### src/rtl/rib_xbar.sv
// rib_xbar: N-master / N-slave RIB interconnect with a single shared path.
// Arbitrates the masters, decodes addr[AW-1 -: 4] to a slave, and locks the path
// while a slave stalls. It returns an error for decode misses and for stalls that
// reach TIMEOUT cycles.
// Optional feature: define RIB_RR_EN for round-robin arbitration. When it is not
// defined, arbitration is fixed priority and the highest index wins.
module rib_xbar #(
    parameter int         N_MASTERS = 4,
    parameter int         N_SLAVES  = 8,
    parameter int         AW        = 32,
    parameter int         DW        = 32,
    parameter int         TIMEOUT   = 255,
    parameter logic [7:0] HOLD_MASK = 8'b0000_1101
) (
    input  logic                    clk,
    input  logic                    rst,
    input  logic [N_MASTERS*AW-1:0] m_addr_i,
    input  logic [N_MASTERS*DW-1:0] m_data_i,
    input  logic [N_MASTERS-1:0]    m_we_i,
    input  logic [N_MASTERS-1:0]    m_req_i,
    output logic [N_MASTERS*DW-1:0] m_data_o,
    output logic [N_MASTERS-1:0]    m_ready_o,
    output logic [N_MASTERS-1:0]    m_err_o,
    output logic [N_SLAVES*AW-1:0]  s_addr_o,
    output logic [N_SLAVES*DW-1:0]  s_data_o,
    input  logic [N_SLAVES*DW-1:0]  s_data_i,
    output logic [N_SLAVES-1:0]     s_we_o,
    output logic [N_SLAVES-1:0]     s_req_o,
    input  logic [N_SLAVES-1:0]     s_ready_i,
    output logic                    hold_flag_o
);
    localparam int MW = (N_MASTERS > 1) ? $clog2(N_MASTERS) : 1;
    localparam int CW = $clog2(TIMEOUT + 1);

    typedef enum logic {S_IDLE, S_BUSY} state_t;

    state_t          r_state;
    logic [MW-1:0]   r_gnt;
    logic [CW-1:0]   r_cnt;
`ifdef RIB_RR_EN
    logic [MW-1:0]   r_rr_ptr;
`endif

    logic [MW-1:0]   w_win;
    logic            w_any_req;
    logic            w_busy;
    logic [MW-1:0]   w_sel;
    logic            w_active;
    logic [AW-1:0]   w_addr;
    logic [DW-1:0]   w_wdata;
    logic            w_we;
    logic [3:0]      w_sidx;
    logic            w_hit;
    logic            w_srdy;
    logic [DW-1:0]   w_rdata;
    logic            w_tmo;
    logic            w_ok;
    logic            w_err;
    logic            w_done;
    logic            w_hold_gnt;

    // Pick the arbitration winner among the requesting masters (used only in IDLE)
    always_comb begin
        w_win     = '0;
        w_any_req = |m_req_i;
`ifdef RIB_RR_EN
        // Later assignments override earlier ones. The result is the lowest
        // requester above the pointer, or the lowest requester at or below it.
        for (int m = N_MASTERS - 1; m >= 0; m--) begin
            if (m_req_i[m] && (MW'(m) <= r_rr_ptr)) w_win = MW'(m);
        end
        for (int m = N_MASTERS - 1; m >= 0; m--) begin
            if (m_req_i[m] && (MW'(m) > r_rr_ptr)) w_win = MW'(m);
        end
`else
        for (int m = 0; m < N_MASTERS; m++) begin
            if (m_req_i[m]) w_win = MW'(m);
        end
`endif
    end

    // Select the active master, decode its slave, and classify the cycle's outcome
    always_comb begin
        w_busy     = (r_state == S_BUSY);
        w_sel      = w_busy ? r_gnt : w_win;
        w_active   = 1'b0;
        w_addr     = '0;
        w_wdata    = '0;
        w_we       = 1'b0;
        w_hold_gnt = 1'b0;
        for (int m = 0; m < N_MASTERS; m++) begin
            if (MW'(m) == w_sel) begin
                w_active = w_busy ? m_req_i[m] : w_any_req;
                w_addr   = m_addr_i[m*AW +: AW];
                w_wdata  = m_data_i[m*DW +: DW];
                w_we     = m_we_i[m];
            end
            if (MW'(m) == r_gnt) w_hold_gnt = HOLD_MASK[m];
        end
        w_sidx  = w_addr[AW-1 -: 4];
        w_hit   = ({1'b0, w_sidx} < 5'(N_SLAVES));
        w_srdy  = 1'b0;
        w_rdata = '0;
        for (int s = 0; s < N_SLAVES; s++) begin
            if (w_sidx == 4'(s)) begin
                w_srdy  = s_ready_i[s];
                w_rdata = s_data_i[s*DW +: DW];
            end
        end
        w_tmo  = w_busy && (r_cnt == CW'(TIMEOUT));
        // A ready slave beats the watchdog when both happen in the same cycle
        w_ok   = w_active && w_hit && w_srdy;
        w_err  = w_active && (!w_hit || (w_tmo && !w_srdy));
        w_done = w_ok || w_err;
    end

    // Drive slave and master ports from the selected path; everything is quiet in reset
    always_comb begin
        s_req_o     = '0;
        s_we_o      = '0;
        s_addr_o    = '0;
        s_data_o    = '0;
        m_ready_o   = '0;
        m_err_o     = '0;
        m_data_o    = '0;
        hold_flag_o = 1'b0;
        if (!rst) begin
            for (int s = 0; s < N_SLAVES; s++) begin
                if (w_active && (w_sidx == 4'(s))) begin
                    s_req_o[s]             = 1'b1;
                    s_we_o[s]              = w_we;
                    s_addr_o[s*AW +: AW]   = w_addr;
                    s_data_o[s*DW +: DW]   = w_wdata;
                end
            end
            for (int m = 0; m < N_MASTERS; m++) begin
                if (w_done && (MW'(m) == w_sel)) begin
                    m_ready_o[m]         = 1'b1;
                    m_err_o[m]           = w_err;
                    m_data_o[m*DW +: DW] = w_ok ? w_rdata : '0;
                end
            end
            hold_flag_o = (|(m_req_i & HOLD_MASK[N_MASTERS-1:0])) || (w_busy && w_hold_gnt);
        end
    end

    // IDLE/BUSY control: lock the grant while the slave stalls and run the watchdog
    always_ff @(posedge clk) begin
        if (rst) begin
            r_state <= S_IDLE;
            r_gnt   <= '0;
            r_cnt   <= '0;
        end else begin
            case (r_state)
                S_IDLE: begin
                    if (w_active && !w_done) begin
                        r_state <= S_BUSY;
                        r_gnt   <= w_win;
                        r_cnt   <= CW'(1);
                    end
                end
                S_BUSY: begin
                    if (!w_active || w_done) begin
                        r_state <= S_IDLE;
                        r_cnt   <= '0;
                    end else if (r_cnt != CW'(TIMEOUT)) begin
                        r_cnt <= r_cnt + CW'(1);
                    end
                end
                default: r_state <= S_IDLE;
            endcase
        end
    end

`ifdef RIB_RR_EN
    // Move the round-robin pointer to the last master that completed (aborts do not count)
    always_ff @(posedge clk) begin
        if (rst) begin
            r_rr_ptr <= MW'(N_MASTERS - 1);
        end else if (w_done) begin
            r_rr_ptr <= w_sel;
        end
    end
`endif

endmodule

### config.mk
export PLATFORM = sky130hd
export DESIGN_NAME = rib_xbar
export DESIGN_NICKNAME = d
export VERILOG_FILES = /design/src/rtl/rib_xbar.sv
export SDC_FILE = /design/constraint.sdc
export NUM_CORES = 1
export LEC_CHECK = 0
export ABC_AREA = 1
export CAP_MARGIN = 20
export CORE_AREA = 2 2 462 464
export DETAILED_ROUTE_END_ITERATION = 10
export DIE_AREA = 0 0 464 466
export GPL_ROUTABILITY_DRIVEN = 0
export GPL_TIMING_DRIVEN = 0
export PLACE_DENSITY = 0.3
export SLEW_MARGIN = 5
export SYNTH_ARGS = -nofsm -noshare
export SYNTH_HDL_FRONTEND = slang
export SYNTH_SLANG_ARGS = --single-unit
export TNS_END_PERCENT = 30
### constraint.sdc
create_clock -name clk -period 4.4 [get_ports clk]
set_clock_uncertainty 0.05 [all_clocks]
set_input_delay 0.66 -clock clk [delete_from_list [all_inputs] [get_ports clk]]
set_output_delay 0.66 -clock clk [all_outputs]
set_load 0.03 [all_outputs]
==> results of run 1 <==
[stage by stage]
step                setup TNS (ps)  utilization, %
floorplan                        0               -
global placement          -1727610           10.80
detailed placement        -1298080           11.28
CTS                         -33.02           12.14
global route                -321.3           11.92
finish                           0           11.94
[power by group]
| group | internal (mW) | switching [mW] | leakage, nW |
|---|---|---|---|
| clock | 0.121 | 0.0494 | 0.0410 |
| sequential | 0.132 | 0.0222 | 0.0902 |
| combinational | 4.30 | 8.28 | 11.1 |
[sequential cells by signal, indices dropped and copies added (netlist names)]
signal,count
r_cnt,8
r_gnt,2
r_state,1
[kinds of logic after synthesis]
group | Yosys count
DFF | 11
xor gates and xnor gates | 6
and+or+nand+nor | 1075
adders and majority gates | 1
buffers and inverters | 216
AOI/OAI and AO/OA | 272
other | 1
[worst paths after layout]
path,startpoint,end,slack [ps],cells past startpoint
hold / removal,r_cnt[0],r_cnt[0],450,2
setup / recovery,m_req_i[2],m_data_o[75],90,24
setup reg to reg,r_state,r_cnt[2],1150,24
hold reg to reg,r_cnt[0],r_cnt[0],450,2
[timing repair]
action / 4_1_cts / 5_1_grt
setup endpoints to repair: 644 / 530
gates cloned: 5 / 2
pin swaps: 44 / 42
gates resized for setup: 1709 / 549
setup buffers: 80 / 9
[cells in the mapped netlist, drive strengths merged, types with 4 or more instances]
library cell / number / area share [%]
o221ai: 4 / 0.47
nor2: 661 / 34
o22ai: 27 / 2.3
clkbuf: 95 / 4.8
nand3b: 5 / 0.50
dfxtp: 11 / 2.9
nand3: 62 / 4.5
nand2: 291 / 15
xor2: 4 / 0.47
o21ai: 95 / 6.4
nand4: 46 / 4.0
inv: 61 / 3.1
o211ai: 25 / 3.2
a221oi: 34 / 4.0
buf: 60 / 5.8
a21oi: 61 / 4.2
and2: 4 / 0.33
a2bb2oi: 24 / 2.8
[final cells by class]
cell class / count / area [um2]
well taps: 2821 / 3530
clock inverters: 1 / 5.005
repair buffers: 1321 / 12400
plain buffers: 150 / 1323
diodes: 11 / 27.53
flip-flops and latches: 11 / 220.2
inverters: 61 / 275.3
multi-input cells: 1374 / 7353
clock buffers: 3 / 75.07
fillers: 24810 / 186000
[critical path: cells and delay by family]
| kind | cells | cell delay (ps) |
|---|---|---|
| and+or+nand+nor | 13 | 1430 |
| buffers and inverters | 8 | 970 |
| AOI/OAI and AO/OA | 3 | 510 |
[routing by layer]
layer / up-vias / wire, um / global-route usage (%)
met5: - / 123 / 0
met4: 18 / 4636 / 2.769
met3: 128 / 9408 / 2.764
met2: 1001 / 83310 / 26.94
met1: 7971 / 53830 / 13.46
li1: 7844 / - / -
==> summary.md, run 1 <==
| Metric | Value |
|---|---|
| First-pass GRT wire length | 188700 um |
| Placed Cells | 5647 |
| Via density | 2.948 |
| Final Critical Period | 4314 ps |
| Die Width | 464 um |
| Pleak | 11.25 nW |
| Grt total ovfl | 0 |
| RSZ-0062 raised after global routing | yes |
| Library cells used by synthesis | 44 |
| Num CTS Buffers | 3 |
| Outcome | finished clean |
| Largest net degree at the start of global routing | 11 |
| Crit-path cells | buf_6, inv_4, nand2_4, nand3_4, nand2_4, buf_6, nor2_4, buf_6, nand2_4, nand4_4, nor2_4, buf_4, nand2_2, inv_6, clkbuf_16, nand2_1, nand3_1, o21ai_0, nand4_1, o21ai_0, nand2_1, o211ai_1, nor2_2, buf_6 |
| Pwr Total | 12.90 mW |
| IO buf count | 1173 |
| Worst setup margin | 85.95 ps |
| Post-synthesis xor/xnor area fraction | 0.7034% |
| Adder-cell share of the synthesized area | 0.1675% |
| PD cells | 511.8 nW/um2 |
| CP max stage delay | 300 ps |
| Post-CTS Hold Fix Bufs | 0 |
| Number of max-cap violations | 0 |
| Crit path DAT | 3600 ps |
| Mapped Area | 7471 um2 |
| Place WS | -3132 ps |
| Hold WS | 447.2 ps |
| Post-synth EDFFs | 0 |
| Vias in the first global route | 17870 |
| Area grow syn2layout | 237.5% |
| CP max-delay cell | nor2_2 |
| DP HPWL | 130900 um |
| Average cell area after synthesis | 4.722 um2 |
| Post-Synth Simple-Gate Area | 59.02% |
| Maximum clock path buffer count | 2 |
| Vias | 16960 |
| Routed wire length | 151300 um |
| Ys flop type | dfxtp_1 |
| Reg clk slew, reported paths | 50 ps |
| CTS Sinks | 11 |
| Dpl cell area | 23820 um2 |
| Critical path peak fanout | 6 |
| Number of synthesized register bits | 11 |
| Largest family of logic cells by synthesized area | simple AND/OR/NAND/NOR gates |
| GRT Overall Usage | 13.20% |
| Full die area | 216200 um2 |
| Async S/R FF share, synth | 0% |
| CP required | 3690 ps |
| DRT Pass-1 Iters | 5 |
| Row count | 169 |
| Post-route cell area | 25210 um2 |
| Clk root buf | clkbuf_16 |
| Routed len/inst | 26.30 um |
| CTS tree | done |
| Crit Path Category | in -> out |
| Initial Utilization | 3.537% |
| Synth warn | 0 |
| Mux cell area share after synthesis | 0% |
| Synth Area in Compound Gates | 23.51% |
| Most used cell, CP | buf_6 |
| Initial DRC Count | 732 |
| Rel. slew slack | 29.23% |
| Clk_lat worst skew | 240 ps |
| Final setup viols | 0 |
| Slew Viols, Final | 0 |
| F_max | 231.8 MHz |
| HP Class | reg -> reg |
| Commonest cells after routing, fill and taps aside | 616 x nor2_1, 538 x clkdlybuf4s50_1, 261 x nand2_1, 184 x dlygate4sd2_1, 168 x clkbuf_2 |
| Initial antenna violation count | 35 |
| Io pins | 1195 |
| Post-route ant nets | 0 |
| CP Capture Type | output pin |
| Final cell count without fillers | 5753 |
| CP Launch Type | input pin |
| Final net count | 3453 |
| Crit share post-route | 98.05% |
| Fin. Hold Viols | 0 |
| Sequential cell area fraction in the yosys report | 2.948% |
| DIE HEIGHT | 466 um |
| Post-Syn Instances | 1582 |
| Total core area | 211200 um2 |
| DRC viols | 0 |
| Slew @ Worst Pin | 1054 ps |
| Layout cells sized above 1 | 29.54% |
| Most common cell after layout, fill and taps aside | nor2_1 |
| Worst vdd ir | 0.0002656 V |
| CTS H-Tree Depth | 1 |
Note: power is estimated with default switching activity, not from simulation.
==> run 2, diff against run 1 <==
Settings changed: CORE_AREA 2 2 462 464 to 2 2 461 463, DIE_AREA 0 0 464 466 to 0 0 463 465, GPL_ROUTABILITY_DRIVEN 0 to default.
Clock period 4.4 ns to 3.7 ns, I/O delays scaled along.
==> run 2 against run 1 <==
Compared with the run above: the run now ends with setup timing left; critical path depth unchanged; combinational power is 40% higher; routed wire length increased by 3.1%; power rose by 40%; final area is 16% higher; utilization grew 1.9 points; critical path type unchanged; via count up 5.1%; final cell count grew 2.7%; non-clock buffer count increased by 155.
==> summary.md, run 2 (same netlist as run 1, synthesis figures left out) <==
| Metric | Value |
|---|---|
| Pwr Total | 18.02 mW (was 12.90 mW) |
| Post-CTS Hold Fix Bufs | 0 (unchanged) |
| Fill count | 24530 (was 24810) |
| Pleak | 12.81 nW (was 11.25 nW) |
| Combinational share of power | 97.8% (was 97.5%) |
| Clk root buf | clkbuf_16 (unchanged) |
| Vias | 17830 (was 16960) |
| F_max | 237.2 MHz |
| CTS tree | done (unchanged) |
| DRT Pass-1 Iters | 5 (unchanged) |
| Final cell count without fillers | 5910 (was 5753) |
| CTS H-Tree Depth | 1 (unchanged) |
| Final Critical Period | 4215 ps |
| IO buf count | 1173 (unchanged) |
| Crit path buf inv count | 7 (was 8) |
| Reg with most FFs | r_cnt (unchanged) |
| Critical path peak fanout | 6 (unchanged) |
| Slew @ Worst Pin | 991.3 ps (was 1054 ps) |
| Routed len/inst | 26.39 um (was 26.30 um) |
| Most common cell after layout, fill and taps aside | clkdlybuf4s50_1 (was nor2_1) |
| Crit share post-route | 113.9% |
| Slew Viols, Final | 0 (unchanged) |
| CP max stage delay | 330 ps (was 300 ps) |
| CP Launch Type | input pin (unchanged) |
| Full die area | 215300 um2 (was 216200 um2) |
| Sw power | 11.05 mW (was 8.353 mW) |
| PD cells | 617.2 nW/um2 (was 511.8 nW/um2) |
| Worst setup margin | -515.0 ps (was 85.95 ps) |
| Initial antenna violation count | 25 (was 35) |
| Crit path depth | 24 (unchanged) |
| Number of max-cap violations | 0 (unchanged) |
| Placed Cells | 5644 (was 5647) |
| Fin. Hold Viols | 0 (unchanged) |
| Routed wire length | 156000 um (was 151300 um) |
| CTS Sinks | 11 (unchanged) |
| Commonest cells after routing, fill and taps aside | 576 x clkdlybuf4s50_1, 491 x nor2_1, 304 x buf_4, 256 x nand2_1, 208 x buf_6 (was 616 x nor2_1, 538 x clkdlybuf4s50_1, 261 x nand2_1, 184 x dlygate4sd2_1, 168 x clkbuf_2) |
| RSZ-0062 raised after global routing | yes (unchanged) |
| Largest register FFs | 8 (unchanged) |
| Io pins | 1195 (unchanged) |
| Outcome | finished with violations (was finished clean) |
| Clock share of power | 1.1% (was 1.3%) |
| Area grow syn2layout | 290.8% (was 237.5%) |
| Crit-path leading delay family | simple AND/OR/NAND/NOR gates (unchanged) |
| Hold path depth | 2 (unchanged) |
| First-pass GRT wire length | 192000 um (was 188700 um) |
| GRT Overall Usage | 13.50% (was 13.20%) |
| DIE HEIGHT | 465 um (was 466 um) |
| Largest net degree at the start of global routing | 11 (unchanged) |
| CP required | 3090 ps (was 3690 ps) |
| Final net count | 3609 (was 3453) |
| GPL Wtd Cong | 0.8936 |
| Worst vdd ir | 0.0003262 V (was 0.0002656 V) |
| Die Width | 463 um (was 464 um) |
| Register share of total power | 1.1% (was 1.2%) |
| CP Capture Type | output pin (unchanged) |
| Crit-path cells | buf_12, clkinv_8, nand2_4, nand3_4, nand2_4, nor2_4, buf_6, nand2_4, nand4_4, nor2_4, buf_6, nand3_2, nand3_2, nand2_1, nand2_1, nand2_2, nand3_4, nand2_8, nor2_4, buf_12, buf_12, o211ai_1, nor2_2, buf_6 (was buf_6, inv_4, nand2_4, nand3_4, nand2_4, buf_6, nor2_4, buf_6, nand2_4, nand4_4, nor2_4, buf_4, nand2_2, inv_6, clkbuf_16, nand2_1, nand3_1, o21ai_0, nand4_1, o21ai_0, nand2_1, o211ai_1, nor2_2, buf_6) |
| Row count | 169 (unchanged) |
| Final setup viols | 596 (was 0) |
| Maximum clock path buffer count | 2 (unchanged) |
| Initial Utilization | 3.544% (was 3.537%) |
| Total core area | 210800 um2 (was 211200 um2) |
| DP HPWL | 129700 um (was 130900 um) |
| Crit Path Category | in -> out (unchanged) |
| HP Class | reg -> reg (unchanged) |
| Num CTS Buffers | 3 (unchanged) |
| Layout cells sized above 1 | 38.15% (was 29.54%) |
| Post-route ant nets | 0 (unchanged) |
| Cell Int Power | 6.967 mW (was 4.549 mW) |
| Crit path DAT | 3610 ps (was 3600 ps) |
| Violated checks | setup timing |
| Vias in the first global route | 17980 (was 17870) |
| Reg clk slew, reported paths | 40 ps (was 50 ps) |
| Clk_lat worst skew | 240 ps (about the same) |
| Grt total ovfl | 0 (unchanged) |
| DRC viols | 0 (unchanged) |
| Regs by FF count | r_cnt x8, r_gnt x2, r_state x1 (unchanged) |
| Via density | 3.016 (was 2.948) |
| Initial DRC Count | 866 (was 732) |
| Rel. slew slack | 33.91% (was 29.23%) |
| CP max-delay cell | nor2_2 (unchanged) |
| Worst R2R Path Depth | 24 (unchanged) |
| Sw Ratio | 61.34% (was 64.74%) |
==> run 2: cell types whose count changed in the layout (fill, tap and decap cells not counted), moves of 88 or more <==
cell / before / now
buf_4: 132 / 304
buf_6: 39 / 208
clkbuf_2: 168 / 35
clkdlybuf4s15_2: 126 / 32
nor2_1: 616 / 491
nor2_4: 20 / 108
==> run 2: worst paths after layout <==
kind              slack [ps]           end       start
setup / recovery        -510  m_data_o[11]  m_req_i[2]
hold / removal           440      r_cnt[0]    r_cnt[0]
setup reg to reg         350      r_cnt[2]     r_state
hold reg to reg          440      r_cnt[0]    r_cnt[0]
==> run 2: layout make-up <==
cell class	count	area, um2	area share, %
tap	2821	3530	12.09
antenna	12	30.03	0.1028
clock buffer	4	78.83	0.2700
multi-input combinational	1375	8458	28.97
timing repair buffer	1481	14780	50.63
sequential	11	224.0	0.7671
inverter	61	319.1	1.093
buffer	145	1775	6.081
==> run 2: timing repair <==
item | in CTS | in global routing
setup endpoints to repair | 655 | 643
resized for setup | 2234 | 1233
cloned | 15 | 8
pin swaps | 52 | 80
setup buffers | 142 | 101
==> run 2: power by group through the flow <==
stage / clock network [mW] / logic [mW] / registers, mW
floorplan: 0 / 5.32 / 0.177
CTS: 0.205 / 16.6 / 0.184
finish: 0.199 / 17.6 / 0.200
detailed placement: 0 / 13.1 / 0.184
global placement: 0 / 12.1 / 0.184
global route: 0.212 / 18.6 / 0.207
==> run 2: layer usage <==
metal	global-route usage (%)	up-vias	wire [um]
met5	0	-	125
met4	2.624	18	4374
met3	2.802	147	9695
met2	27.66	1045	86110
met1	13.81	8457	55690
li1	-	8160	-
==> run 2: tightest hold or removal path, delay by kind of cell, from the launching register on <==
family	cells	cell delay (ps)
flip-flops	1	320
AO/OA/AOI/OAI	1	60
buffers and inverters	1	70
==> run 2: through the flow <==
| step | setup TNS, ps | instance area [um2] | setup slack (ps) | hold WS, ps | util [%] |
|---|---|---|---|---|---|
| after detailed placement | -1657180 | 23750 | -3503 | 437.2 | 11.27 |
| final | -143140 | 29200 | -515.0 | 441.8 | 13.85 |
| after global routing | -212200 | 29170 | -643.2 | 485.4 | 13.84 |
| after CTS | -212380 | 27240 | -580.2 | 443.2 | 12.92 |
| after global placement | -2104760 | 22810 | -4815 | 432.5 | 10.82 |
| after floorplan | 0 | 7542 | 114.4 | 411.2 | - |
==> run 3, diff against run 2 <==
Settings changed: CAP_MARGIN 20 to default.
==> run 3 against run 2 <==
Compared with the run above: final cell count decreased by 2.1%; final area down 4.7%; die area stayed put; power fell by 5.1%; the flow still finishes with violations (setup timing); critical path depth is 1 lower; sequential power fell by 8%; hold slack gained 14 ps; sequential cell count unchanged.
==> summary.md, run 3 (same netlist as run 1, synthesis figures left out) <==
| Metric | Value |
|---|---|
| Slew @ Worst Pin | 995.7 ps (was 991.3 ps) |
| Crit path DAT | 3570 ps (was 3610 ps) |
| R2R Path End | r_cnt[2] (unchanged) |
| DRT Pass-1 Iters | 5 (unchanged) |
| First-pass GRT wire length | 190600 um (was 192000 um) |
| Final setup viols | 554 (was 596) |
| HP Class | reg -> reg (unchanged) |
| CTS H-Tree Depth | 1 (unchanged) |
| Worst vdd ir | 0.0003010 V (was 0.0003262 V) |
| Hold path depth | 2 (unchanged) |
| Post-CTS Hold Fix Bufs | 0 (unchanged) |
| Slew Viols, Final | 0 (unchanged) |
| Crit Path Category | in -> out (unchanged) |
| Clk root buf | clkbuf_16 (unchanged) |
| DP HPWL | 129500 um (was 129700 um) |
| CP Capture Type | output pin (unchanged) |
| Worst Hold End | r_cnt[0] (unchanged) |
| Initial DRC Count | 919 (was 866) |
| Vias | 17410 (was 17830) |
| Layout cells sized above 1 | 35.34% (was 38.15%) |
| Largest net degree at the start of global routing | 11 (unchanged) |
| CP Launch Type | input pin (unchanged) |
| Worst R2R Path Depth | 25 (was 24) |
| Final setup TNS | -115970 ps (was -143140 ps) |
| Io pins | 1195 (unchanged) |
| Outcome | finished with violations (unchanged) |
| Largest register FFs | 8 (unchanged) |
| IO buf count | 1173 (unchanged) |
| Initial antenna violation count | 22 (was 25) |
| CTS Sinks | 11 (unchanged) |
| Rel. slew slack | 33.18% (was 33.91%) |
| DIE HEIGHT | 465 um (unchanged) |
| Pleak | 11.79 nW (was 12.81 nW) |
| Final Critical Period | 4179 ps (was 4215 ps) |
| Routed wire length | 154400 um (was 156000 um) |
| Row count | 169 (unchanged) |
| Number of max-cap violations | 0 (unchanged) |
| Initial Utilization | 3.544% (unchanged) |
| Regs by FF count | r_cnt x8, r_gnt x2, r_state x1 (unchanged) |
| CTS tree | done (unchanged) |
| Grt total ovfl | 0 (unchanged) |
| Routed len/inst | 26.68 um (was 26.39 um) |
| Final cell count without fillers | 5788 (was 5910) |
| Maximum clock path buffer count | 2 (unchanged) |
| Crit share post-route | 112.9% (was 113.9%) |
| Most common cell after layout, fill and taps aside | nor2_1 (was clkdlybuf4s50_1) |
| Post-route ant nets | 0 (unchanged) |
| F_max | 239.3 MHz (was 237.2 MHz) |
| Worst hold start | r_cnt[0] (unchanged) |
| Final net count | 3492 (was 3609) |
| Reg with most FFs | r_cnt (unchanged) |
| R2R setup slack | 410 ps (was 350 ps) |
| Multi-input logic area | 8234 um2 (was 8458 um2) |
| Util after Layout | 13.20% (was 13.85%) |
| DRC viols | 0 (unchanged) |
| Num CTS Buffers | 3 (unchanged) |
| Fill count | 24640 (was 24530) |
| Total core area | 210800 um2 (unchanged) |
| GRT Overall Usage | 13.38% (was 13.50%) |
| Critical path peak fanout | 5 (was 6) |
| GPL Wtd Cong | 0.8936 (unchanged) |
| PD cells | 614.4 nW/um2 (was 617.2 nW/um2) |
| Vias in the first global route | 17900 (was 17980) |
| Reg-to-Reg Start | r_state (unchanged) |
| CP required | 3090 ps (about the same) |
| Reg clk slew, reported paths | 40 ps (about the same) |
| Register area | 221.5 um2 (was 224.0 um2) |
| Worst setup margin | -478.6 ps (was -515.0 ps) |
| Via density | 3.008 (was 3.016) |
| Commonest cells after routing, fill and taps aside | 543 x nor2_1, 534 x clkdlybuf4s50_1, 255 x nand2_1, 180 x buf_4, 170 x dlygate4sd2_1 (was 576 x clkdlybuf4s50_1, 491 x nor2_1, 304 x buf_4, 256 x nand2_1, 208 x buf_6) |
| Placed Cells | 5628 (was 5644) |
| Clk_lat worst skew | 240 ps (about the same) |
| Area grow syn2layout | 272.4% (was 290.8%) |
| Violated checks | setup timing (unchanged) |
| Fin. Hold Viols | 0 (unchanged) |
| RSZ-0062 raised after global routing | yes (unchanged) |
| Full die area | 215300 um2 (unchanged) |
| Hold WS | 456.2 ps (was 441.8 ps) |
| Die Width | 463 um (unchanged) |
[run 3: changes by cell type in the layout (fill, tap and decap cells not counted), moves of 11 or more]
cell | previous run | this run
buf_6 | 208 | 135
clkdlybuf4s15_1 | 5 | 42
nor2_1 | 491 | 543
nor2_2 | 61 | 31
buf_4 | 304 | 180
buf_2 | 71 | 82
clkdlybuf4s50_1 | 576 | 534
clkdlybuf4s15_2 | 32 | 131
nor2_4 | 108 | 86
dlygate4sd2_1 | 203 | 170
clkbuf_4 | 17 | 51
[run 3: critical path, stage by stage]
cell	delay (ps)
buf_4	130
nand2_4	80
nand3_4	90
nand2_4	120
nor2_4	60
buf_6	120
nand2_4	60
nand4_4	190
nor2_4	270
buf_6	140
nand3_2	70
nand3_2	90
nand2_1	60
nand2_1	70
nand2_2	60
nand3_4	100
nand2_4	90
nor2_4	160
clkbuf_16	210
buf_16	160
o211ai_4	200
nor2_4	260
buf_6	170
[run 3: report_power, final]
part / total [mW] / switching [mW] / internal, mW
Clock: 0.197 / 0.0523 / 0.145
Combinational: 16.7 / 10.7 / 5.97
Sequential: 0.185 / 0.0265 / 0.158
Total: 17.1 / 10.8 / 6.28
[run 3: cell type report]
type | instances | area share, %
Multi-Input combinational cell | 1374 | 29.60
Timing Repair Buffer | 1362 | 49.36
Buffer | 148 | 6.094
Tap cell | 2821 | 12.69
Sequential cell | 11 | 0.7961
Clock buffer | 4 | 0.2833
Antenna cell | 7 | 0.06297
Inverter | 61 | 1.115
[run 3: timing repair]
item,in CTS,in global routing
hold endpoints to repair,0,0
endpoints found under the setup margin,655,644
setup buffers,104,35
gates resized for setup,2519,693
cloned,12,8
pin swaps,63,91
[run 3: worst max-delay path by stage]
stage | startpoint | endpoint | slack, ps | cells past startpoint
2_1_floorplan | m_req_i[2] | m_data_o[118] | 110 | 19
3_3_place_gp | m_req_i[3] | s_data_o[122] | -4820 | 17
3_5_place_dp | m_req_i[3] | s_req_o[3] | -3500 | 18
4_1_cts | m_req_i[2] | m_data_o[59] | -470 | 26
5_1_grt | m_req_i[2] | m_data_o[108] | -560 | 24
6_report | m_req_i[1] | m_data_o[108] | -480 | 23
[run 3: metal layers]
layer	vias to the layer above	GRT usage (%)	part of all wire [%]
met2	1016	27.31	56
li1	7934	-	-
met4	14	2.684	2.5
met3	108	2.440	5.7
met5	-	0	0.056
met1	8336	13.95	36
[run 3: metrics by stage]
| step | setup slack, ps | area [um2] | total power, mW |
|---|---|---|---|
| after floorplan | 114.4 | 7542 | 5.498 |
| after global placement | -4815 | 22810 | 12.32 |
| after detailed placement | -3497 | 23590 | 13.10 |
| after CTS | -475.0 | 26640 | 16.40 |
| after global routing | -558.3 | 27800 | 18.02 |
| final | -478.6 | 27820 | 17.09 |
